<file path="config.mk">
export PLATFORM = sky130hd
export DESIGN_NAME = if_id_fetch_buffer
export DESIGN_NICKNAME = d
export VERILOG_FILES = /design/src/rtl/if_id_fetch_buffer.sv
export SDC_FILE = /design/constraint.sdc
export NUM_CORES = 1
export LEC_CHECK = 0
export CORE_UTILIZATION = 40
export CTS_CLUSTER_SIZE = 40
export DETAILED_ROUTE_END_ITERATION = 10
export PLACE_DENSITY_LB_ADDON = 0.08
export SLEW_MARGIN = 5
export SYNTH_ARGS = -nofsm -noshare
export SYNTH_HDL_FRONTEND = slang
export SYNTH_SLANG_ARGS = --single-unit
</file>
<file path="constraint.sdc">
create_clock -name clock -period 6.88 [get_ports clock]
set_input_delay 1.376 -clock clock [delete_from_list [all_inputs] [get_ports clock]]
set_output_delay 1.376 -clock clock [all_outputs]
set_load 0.01 [all_outputs]
</file>
<file path="src/rtl/if_id_fetch_buffer.sv">
// Fetch buffer between the PC and decode: issues the PC to synchronous IMEM,
// pairs each returned word with its PC and queues the pairs for the IF/ID boundary.
module if_id_fetch_buffer #(
    parameter int ADDR_W  = 64,
    parameter int INSTR_W = 32,
    parameter int DEPTH   = 2
) (
    input  logic                       clock,
    input  logic                       reset_n,
    input  logic [ADDR_W-1:0]          pc_in,
    output logic                       pc_hold,
    output logic                       imem_req,
    output logic [ADDR_W-1:0]          imem_addr,
    input  logic [INSTR_W-1:0]         imem_rdata,
    input  logic                       flush,
    input  logic                       id_ready,
    output logic                       id_valid,
    output logic [ADDR_W-1:0]          id_pc,
    output logic [INSTR_W-1:0]         id_instr,
    output logic [$clog2(DEPTH+1)-1:0] occupancy
);
    localparam int CNT_W = $clog2(DEPTH + 1);
    localparam int PTR_W = (DEPTH > 1) ? $clog2(DEPTH) : 1;
    localparam logic [PTR_W-1:0] LAST_PTR  = PTR_W'(DEPTH - 1);
    localparam logic [CNT_W:0]   DEPTH_EXT = (CNT_W + 1)'(DEPTH);
    localparam logic [CNT_W-1:0] FULL_CNT  = CNT_W'(DEPTH);

    logic [CNT_W-1:0]   r_count;
    logic [PTR_W-1:0]   r_head;
    logic [PTR_W-1:0]   r_tail;
    logic               r_inflight;
    logic [ADDR_W-1:0]  r_inflightPc;
    logic [ADDR_W-1:0]  r_qPc    [DEPTH];
    logic [INSTR_W-1:0] r_qInstr [DEPTH];

    logic               w_pop;
    logic               w_push;
    logic [CNT_W:0]     w_pending;

    function automatic logic [PTR_W-1:0] nextPtr(input logic [PTR_W-1:0] p);
        return (p == LAST_PTR) ? '0 : p + PTR_W'(1);
    endfunction

    // A request is only issued when its response is guaranteed a free slot,
    // counting the word already in flight and any entry leaving this cycle.
    always_comb begin
        w_pop     = id_valid & id_ready & ~flush;
        w_push    = r_inflight & ~flush;
        w_pending = {1'b0, r_count} + {{CNT_W{1'b0}}, r_inflight} - {{CNT_W{1'b0}}, w_pop};
        imem_req  = reset_n & ~flush & (w_pending < DEPTH_EXT);
        pc_hold   = ~imem_req;
    end

    assign imem_addr = pc_in;
    assign id_valid  = (r_count != '0);
    assign id_pc     = id_valid ? r_qPc[r_head] : '0;
    assign id_instr  = id_valid ? r_qInstr[r_head] : '0;
    assign occupancy = r_count;

    always_ff @(posedge clock or negedge reset_n) begin
        if (!reset_n) begin
            for (int i = 0; i < DEPTH; i++) begin
                r_qPc[i]    <= '0;
                r_qInstr[i] <= '0;
            end
        end else if (w_push) begin
            r_qPc[r_tail]    <= r_inflightPc;
            r_qInstr[r_tail] <= imem_rdata;
        end
    end

    // A flush squashes the queue and the in-flight response in one edge.
    always_ff @(posedge clock or negedge reset_n) begin
        if (!reset_n) begin
            r_count      <= '0;
            r_head       <= '0;
            r_tail       <= '0;
            r_inflight   <= 1'b0;
            r_inflightPc <= '0;
        end else begin
            r_inflight   <= imem_req;
            r_inflightPc <= pc_in;
            if (flush) begin
                r_count <= '0;
                r_head  <= '0;
                r_tail  <= '0;
            end else begin
                if (w_push) begin
                    r_tail <= nextPtr(r_tail);
                end
                if (w_pop) begin
                    r_head <= nextPtr(r_head);
                end
                if (w_push && !w_pop) begin
                    r_count <= r_count + CNT_W'(1);
                end else if (!w_push && w_pop) begin
                    r_count <= r_count - CNT_W'(1);
                end
            end
        end
    end

    noOverflow: assert property (@(posedge clock) disable iff (!reset_n)
        !(w_push && !w_pop && (r_count == FULL_CNT)));

endmodule

</file>
==> flow_metrics.py, run 1 <==
metrics = {
    "run_status": {
        "outcome": "completed",
    },
    "layout": {
        "drive_gt1_frac": 0.214,
        "n_antenna_cell": 0,
        "syn_to_final_growth_pct": 30.6,
        "nets": 1080,
        "final_cell_mix": "263 x clkdlybuf4s50_1, 260 x dfrtp_1, 112 x mux2_2",
        "final_common_cell": "clkdlybuf4s50_1",
        "final_cell_area_sq_um": 14500,
        "finalNonFillerCells": 1371,
    },
    "pwr": {
        "power.internal_uw": 3370,
        "p_per_area_nw_per_um2": 305,
        "ir_drop_uv": 175,
        "switching_share": 0.241,
        "power.switching_uw": 1070,
        "p_clk_frac": 0.345,
        "p_leak_uw": 0.00612,
        "comb_power_share": 0.184,
        "seq_power_share": 0.471,
    },
    "die": {
        "die_area_sq_um": 28500,
        "std_cell_rows": 60,
        "die_w_um": 169,
        "die_height_um": 169,
        "io_pins": 265,
        "core_sq_um": 27100,
        "start_util": 0.411,
    },
    "run": {
        "maxCapViolCount": 0,
    },
    "grt": {
        "use_met2": 0.255,
        "grt_usage": 0.164,
        "grt_pass1_vias": 6942,
        "grt_util_met3": 0.0414,
        "busiest_layer": "met2",
        "grt_max_degree": 67,
        "met1_usage": 0.230,
        "antenna_found_initial": 0,
        "grt_pass1_wl_um": 37300,
        "overflow": 0,
    },
    "synthesis": {
        "ys_types": 27,
        "synth_top_cell_area_share": 0.587,
        "synthCells": 781,
        "ys_top_cells_by_area": "dfrtp_1 59%, mux2_2 11%, mux2i_1 8.7%",
        "yosys.area.top_type": "dfrtp_1",
        "syn_avg_cell_area_sq_um": 14.3,
        "synth_nets": 883,
        "synthesis.area_sq_um": 11100,
        "ys.warnings.count": 0,
        "ys_ff_latch": 261,
        "seq_area_frac_synth": 0.587,
    },
    "worst_hold_path": {
        "hold_end": "r_qPc[39]",
        "hold_depth": 1,
        "hp-start": "r_inflightPc[39]",
        "holdCritPathClass": "reg2reg",
    },
    "detailed_routing": {
        "final_antenna_net_count": 0,
        "num_vias": 6534,
        "drc": 0,
        "drt-pass1-iter-count": 4,
        "dr.first_iter.drc_count": 266,
        "wl_per_cell_um": 16.8,
        "viasPerCell": 4.77,
        "drt-total-wl_um": 23000,
    },
    "sta": {
        "fin_setup_tns_ns": 0,
        "fin_worst_skew_ns": 0.0139,
        "rsz0062_at_grt": "false",
        "relSlewSlack": 0.340,
        "setup_viol": 0,
        "holdWs_ns": 0.478,
        "period_share": 0.764,
        "hold_viol_final": 0,
        "period_needed_ns": 5.26,
        "fmax_mhz": 190,
        "drv_slew": 0,
        "worst_slew_pin_slew_ns": 0.990,
    },
    "setup_path": {
        "crit_slowest_cell": "clkdlybuf4s50_1",
        "required_ns": 5.50,
        "arrival_ns": 3.88,
        "reg2reg_to": "r_qPc[36]",
        "cpMostUsedCell": "clkdlybuf4s50_1",
        "r2r-start": "r_inflight",
        "crit_type": "in2out",
        "setup.worst_path.start_class": "input pin",
        "cp_slowest_stage_delay_ns": 0.53,
        "cp_max_fo": 5,
        "worstPathCellList": "clkdlybuf4s50_1 -> o21ai_0 -> nor2_1 -> ha_1 -> nand2b_1 -> fa_1 -> xnor2_1 -> nand4b_1 -> inv_1 -> clkdlybuf4s50_1",
        "crit_path_end_kind": "primary output",
        "r2r_slack_ns": 4.37,
        "rr_worst_depth": 3,
    },
    "placement": {
        "place_area_sq_um": 13600,
        "gp_congestion": 0.728,
        "io_buffers": 264,
        "dp_hpwl_um": 14100,
        "dp_cells": 1320,
    },
    "clocking": {
        "clock_latency_ns": 0.53,
        "cts_resized": 0,
        "clock_path_buffers": 3,
        "ctsHoldBuffers": 0,
        "cts.sinks": 261,
        "clkSlewWorstSetupHoldPaths_ns": 0.06,
        "cts_tree": "done",
        "h-tree-depth": 1,
        "cts_buffers": 28,
        "cts_setup_buffers": 0,
        "clock-root-buffer": "clkbuf_16",
    },
}
-- worst max-delay path by stage --
| stage | to | slack [ns] | startpoint | cells after the start |
|---|---|---|---|---|
| 2_1_floorplan | imem_req | 2.71 | id_ready | 8 |
| 3_3_place_gp | imem_req | 1.65 | id_ready | 10 |
| 3_5_place_dp | imem_req | 1.62 | id_ready | 10 |
| 4_1_cts | imem_req | 1.60 | id_ready | 10 |
| 5_1_grt | imem_req | 1.49 | id_ready | 10 |
| 6_report | imem_req | 1.62 | id_ready | 10 |
-- state kept, by name, indices dropped and copies added (netlist names) --
register      flops
r_tail            1
r_inflight        1
occupancy         2
r_head            1
r_inflightPc     64
r_qInstr         64
r_qPc           128
-- power groups by stage --
| stage | Clock, uW | Sequential, uW | Combinational [uW] |
|---|---|---|---|
| floorplan | 0 | 2050 | 571 |
| global placement | 0 | 2110 | 812 |
| detailed placement | 0 | 2110 | 829 |
| CTS | 1590 | 2090 | 833 |
| global route | 1640 | 2140 | 896 |
| finish | 1530 | 2090 | 815 |
-- through the flow --
step | setup slack, ns | util | power [uW]
global route | 1.49 | 0.537 | 4680
finish | 1.62 | 0.537 | 4440
detailed placement | 1.62 | 0.501 | 2940
global placement | 1.65 | 0.501 | 2920
floorplan | 2.71 | - | 2630
CTS | 1.60 | 0.537 | 4510
-- layer usage --
layer,part of all wire,wire length (um)
met3,0.065,1510
met4,0.020,453
met5,0,0
met1,0.47,10700
met2,0.45,10300
-- cells in the mapped netlist, drive strengths merged --
master     n
o21ai      3
a21oi      1
xnor2      2
dfrtp    261
nor3       1
nor2     101
clkbuf     7
mux2i     97
a2111oi    1
nand2      1
inv        5
nand3b     2
ha         1
or2        1
buf      100
nand4b     1
xor2       1
mux2     192
fa         1
nand2b     2
-- worst max-delay path: cells and delay by family --
family,cells,cell delay (ns)
buf+inv,3,1.17
fa+ha+maj,2,0.61
simple gates,3,0.42
compound gates,1,0.15
xor+xnor,1,0.15
-- area by class of cell --
cell class / count / area (sq um)
Sequential cell: 261 / 6540
Clock inverter: 10 / 125
Fill cell: 2316 / 12600
Inverter: 5 / 18.8
Timing Repair Buffer: 274 / 2740
Tap cell: 372 / 465
Clock buffer: 41 / 831
Multi-Input combinational cell: 408 / 3840
-- cells by family (layout without fill, tap and decap cells) --
| family | after synthesis | count (layout) | synth area share |
|---|---|---|---|
| simple gates | 109 | 109 | 0.0411 |
| mux | 289 | 289 | 0.295 |
| compound gates | 5 | 5 | 0.00258 |
| flops | 261 | 261 | 0.587 |
| fa+ha+maj | 2 | 2 | 0.00292 |
| xor+xnor | 3 | 3 | 0.00236 |
| buf+inv | 112 | 330 | 0.0697 |
No activity file was read; power rests on OpenSTA's default activity.
==> inputs of run 2 (changes only) <==
==> constraint.sdc (replaced) <==
create_clock -name clock -period 5.45 [get_ports clock]
set_input_delay 1.09 -clock clock [delete_from_list [all_inputs] [get_ports clock]]
set_output_delay 1.09 -clock clock [all_outputs]
set_load 0.01 [all_outputs]
==> run 2 against run 1 <==
Against the previous run: register-to-register slack lost 1.2 ns; total power grew 26%; combinational power grew 26%; routed wire length grew 0.88%; worst setup slack lost 0.82 ns; via count shrank 0.11%; sequential power grew 26%; clock skew shrank 0.0029 ns; critical path type unchanged; final cell count shrank 0.15%; clock power grew 25%.
==> flow_metrics.py, run 2 (synthesis results as in run 1) <==
metrics = {
    "run_status": {
        "outcome": "completed",
    },
    "sta": {
        "setup_slack_ns": 0.801,
        "setup_viol": 0,
        "fin_worst_skew_ns": 0.0111,
        "worst_slew_pin_slew_ns": 0.937,
        "fmax_mhz": 215,
        "relSlewSlack": 0.375,
        "period_needed_ns": 4.65,
        "rsz0062_at_grt": "false",
        "period_share": 0.853,
        "drv_slew": 0,
        "fin_setup_tns_ns": 0,
        "hold_viol_final": 0,
    },
    "detailed_routing": {
        "wl_per_cell_um": 17.0,
        "viasPerCell": 4.77,
        "dr.first_iter.drc_count": 284,
        "num_vias": 6527,
        "drt-total-wl_um": 23200,
        "final_antenna_net_count": 0,
        "drt-pass1-iter-count": 6,
        "drc": 0,
    },
    "die": {
        "die_w_um": 169,
        "die_area_sq_um": 28500,
        "start_util": 0.411,
        "die_height_um": 169,
        "std_cell_rows": 60,
        "io_pins": 265,
        "core_sq_um": 27100,
    },
    "layout": {
        "drive_gt1_frac": 0.210,
        "nets": 1080,
        "syn_to_final_growth_pct": 30.9,
        "top_regs": "r_qPc (128), r_inflightPc (64), r_qInstr (64)",
        "largest_reg_flops": 128,
        "fillers": 2342,
        "finalNonFillerCells": 1369,
        "final_cell_mix": "263 x clkdlybuf4s50_1, 260 x dfrtp_1, 112 x mux2_2",
        "final_common_cell": "clkdlybuf4s50_1",
        "final_cell_area_sq_um": 14600,
        "top_register": "r_qPc",
    },
    "clocking": {
        "clock_latency_ns": 0.53,
        "clock_path_buffers": 3,
        "h-tree-depth": 1,
        "cts_buffers": 29,
        "cts_tree": "done",
        "cts.sinks": 261,
        "clock-root-buffer": "clkbuf_16",
        "clkSlewWorstSetupHoldPaths_ns": 0.06,
        "cts_setup_buffers": 0,
        "ctsHoldBuffers": 0,
        "cts_resized": 0,
    },
    "placement": {
        "dp_hpwl_um": 14300,
        "dp_cells": 1319,
        "io_buffers": 264,
        "place_area_sq_um": 13600,
        "gp_congestion": 0.704,
        "post-place-ws_ns": 0.795,
    },
    "pwr": {
        "power.switching_uw": 1340,
        "p_leak_uw": 0.00612,
        "ir_drop_uv": 218,
        "power.internal_uw": 4230,
        "comb_power_share": 0.184,
        "p_clk_frac": 0.342,
        "seq_power_share": 0.474,
        "switching_share": 0.241,
        "p_per_area_nw_per_um2": 383,
    },
    "setup_path": {
        "setup.worst_path.start_class": "input pin",
        "required_ns": 4.36,
        "r2r-start": "r_inflight",
        "cp_max_fo": 5,
        "crit_path_end_kind": "primary output",
        "crit_path_start": "id_ready",
        "arrival_ns": 3.56,
        "crit_type": "in2out",
    },
    "grt": {
        "grt_usage": 0.164,
        "grt_pass1_wl_um": 37000,
        "grt_max_degree": 136,
        "grt_pass1_vias": 6836,
        "antenna_found_initial": 1,
        "overflow": 0,
    },
    "run": {
        "maxCapViolCount": 0,
    },
    "worst_hold_path": {
        "holdCritPathClass": "reg2reg",
        "hp-start": "r_inflightPc[34]",
    },
}
-- run 2: path summary, 6_finish.rpt --
check	end	slack (ns)	cells past startpoint
worst min register to register	r_qPc[34]	0.48	1
worst min-delay path	r_qPc[34]	0.48	1
min in group asynchronous	r_inflightPc[54]	0.49	1
max in group asynchronous	r_qInstr[50]	2.93	3
worst max register to register	r_qInstr[35]	3.14	4
worst max-delay path	imem_req	0.80	10
-- run 2: power groups by stage --
stage	clock, uW	combinational (uW)	sequential [uW]
after floorplan	0	721	2590
after global placement	0	1030	2660
after detailed placement	0	1050	2670
after CTS	1980	1050	2640
after global routing	2040	1130	2700
final	1910	1030	2640
-- run 2: critical path: stages --
cell and delay, ns:
clkdlybuf4s50_1 0.54, o21ai_0 0.15, nor2_1 0.12, ha_1 0.23
nand2b_1 0.15, fa_1 0.38, xnor2_1 0.14, nand4b_1 0.13
inv_1 0.10, clkdlybuf4s50_1 0.53
-- run 2: cell type report --
type / instances / area, sq um / area share
antenna: 1 / 2.50 / 0.000172
clock buffer: 45 / 866 / 0.0594
clock inverter: 4 / 70.1 / 0.00481
inverter: 5 / 18.8 / 0.00129
multi-input combinational: 408 / 3840 / 0.263
sequential: 261 / 6540 / 0.448
tap: 372 / 465 / 0.0319
timing repair buffer: 273 / 2780 / 0.191
-- run 2: per-layer routing --
metal | GRT usage | part of all wire | wire length, um | vias to the layer above
li1 | - | - | - | 3012
met1 | 0.226 | 0.46 | 10700 | 3295
met2 | 0.259 | 0.45 | 10600 | 188
met3 | 0.0421 | 0.064 | 1480 | 32
met4 | 0.0383 | 0.020 | 459 | 0
met5 | 0 | 0 | 0 | -
-- run 2: stage by stage --
stage	total power [uW]	utilization	hold slack, ns
2_1_floorplan	3320	-	0.458
3_3_place_gp	3690	0.503	0.469
3_5_place_dp	3720	0.503	0.471
4_1_cts	5670	0.538	0.484
5_1_grt	5870	0.538	0.497
6_report	5580	0.538	0.480
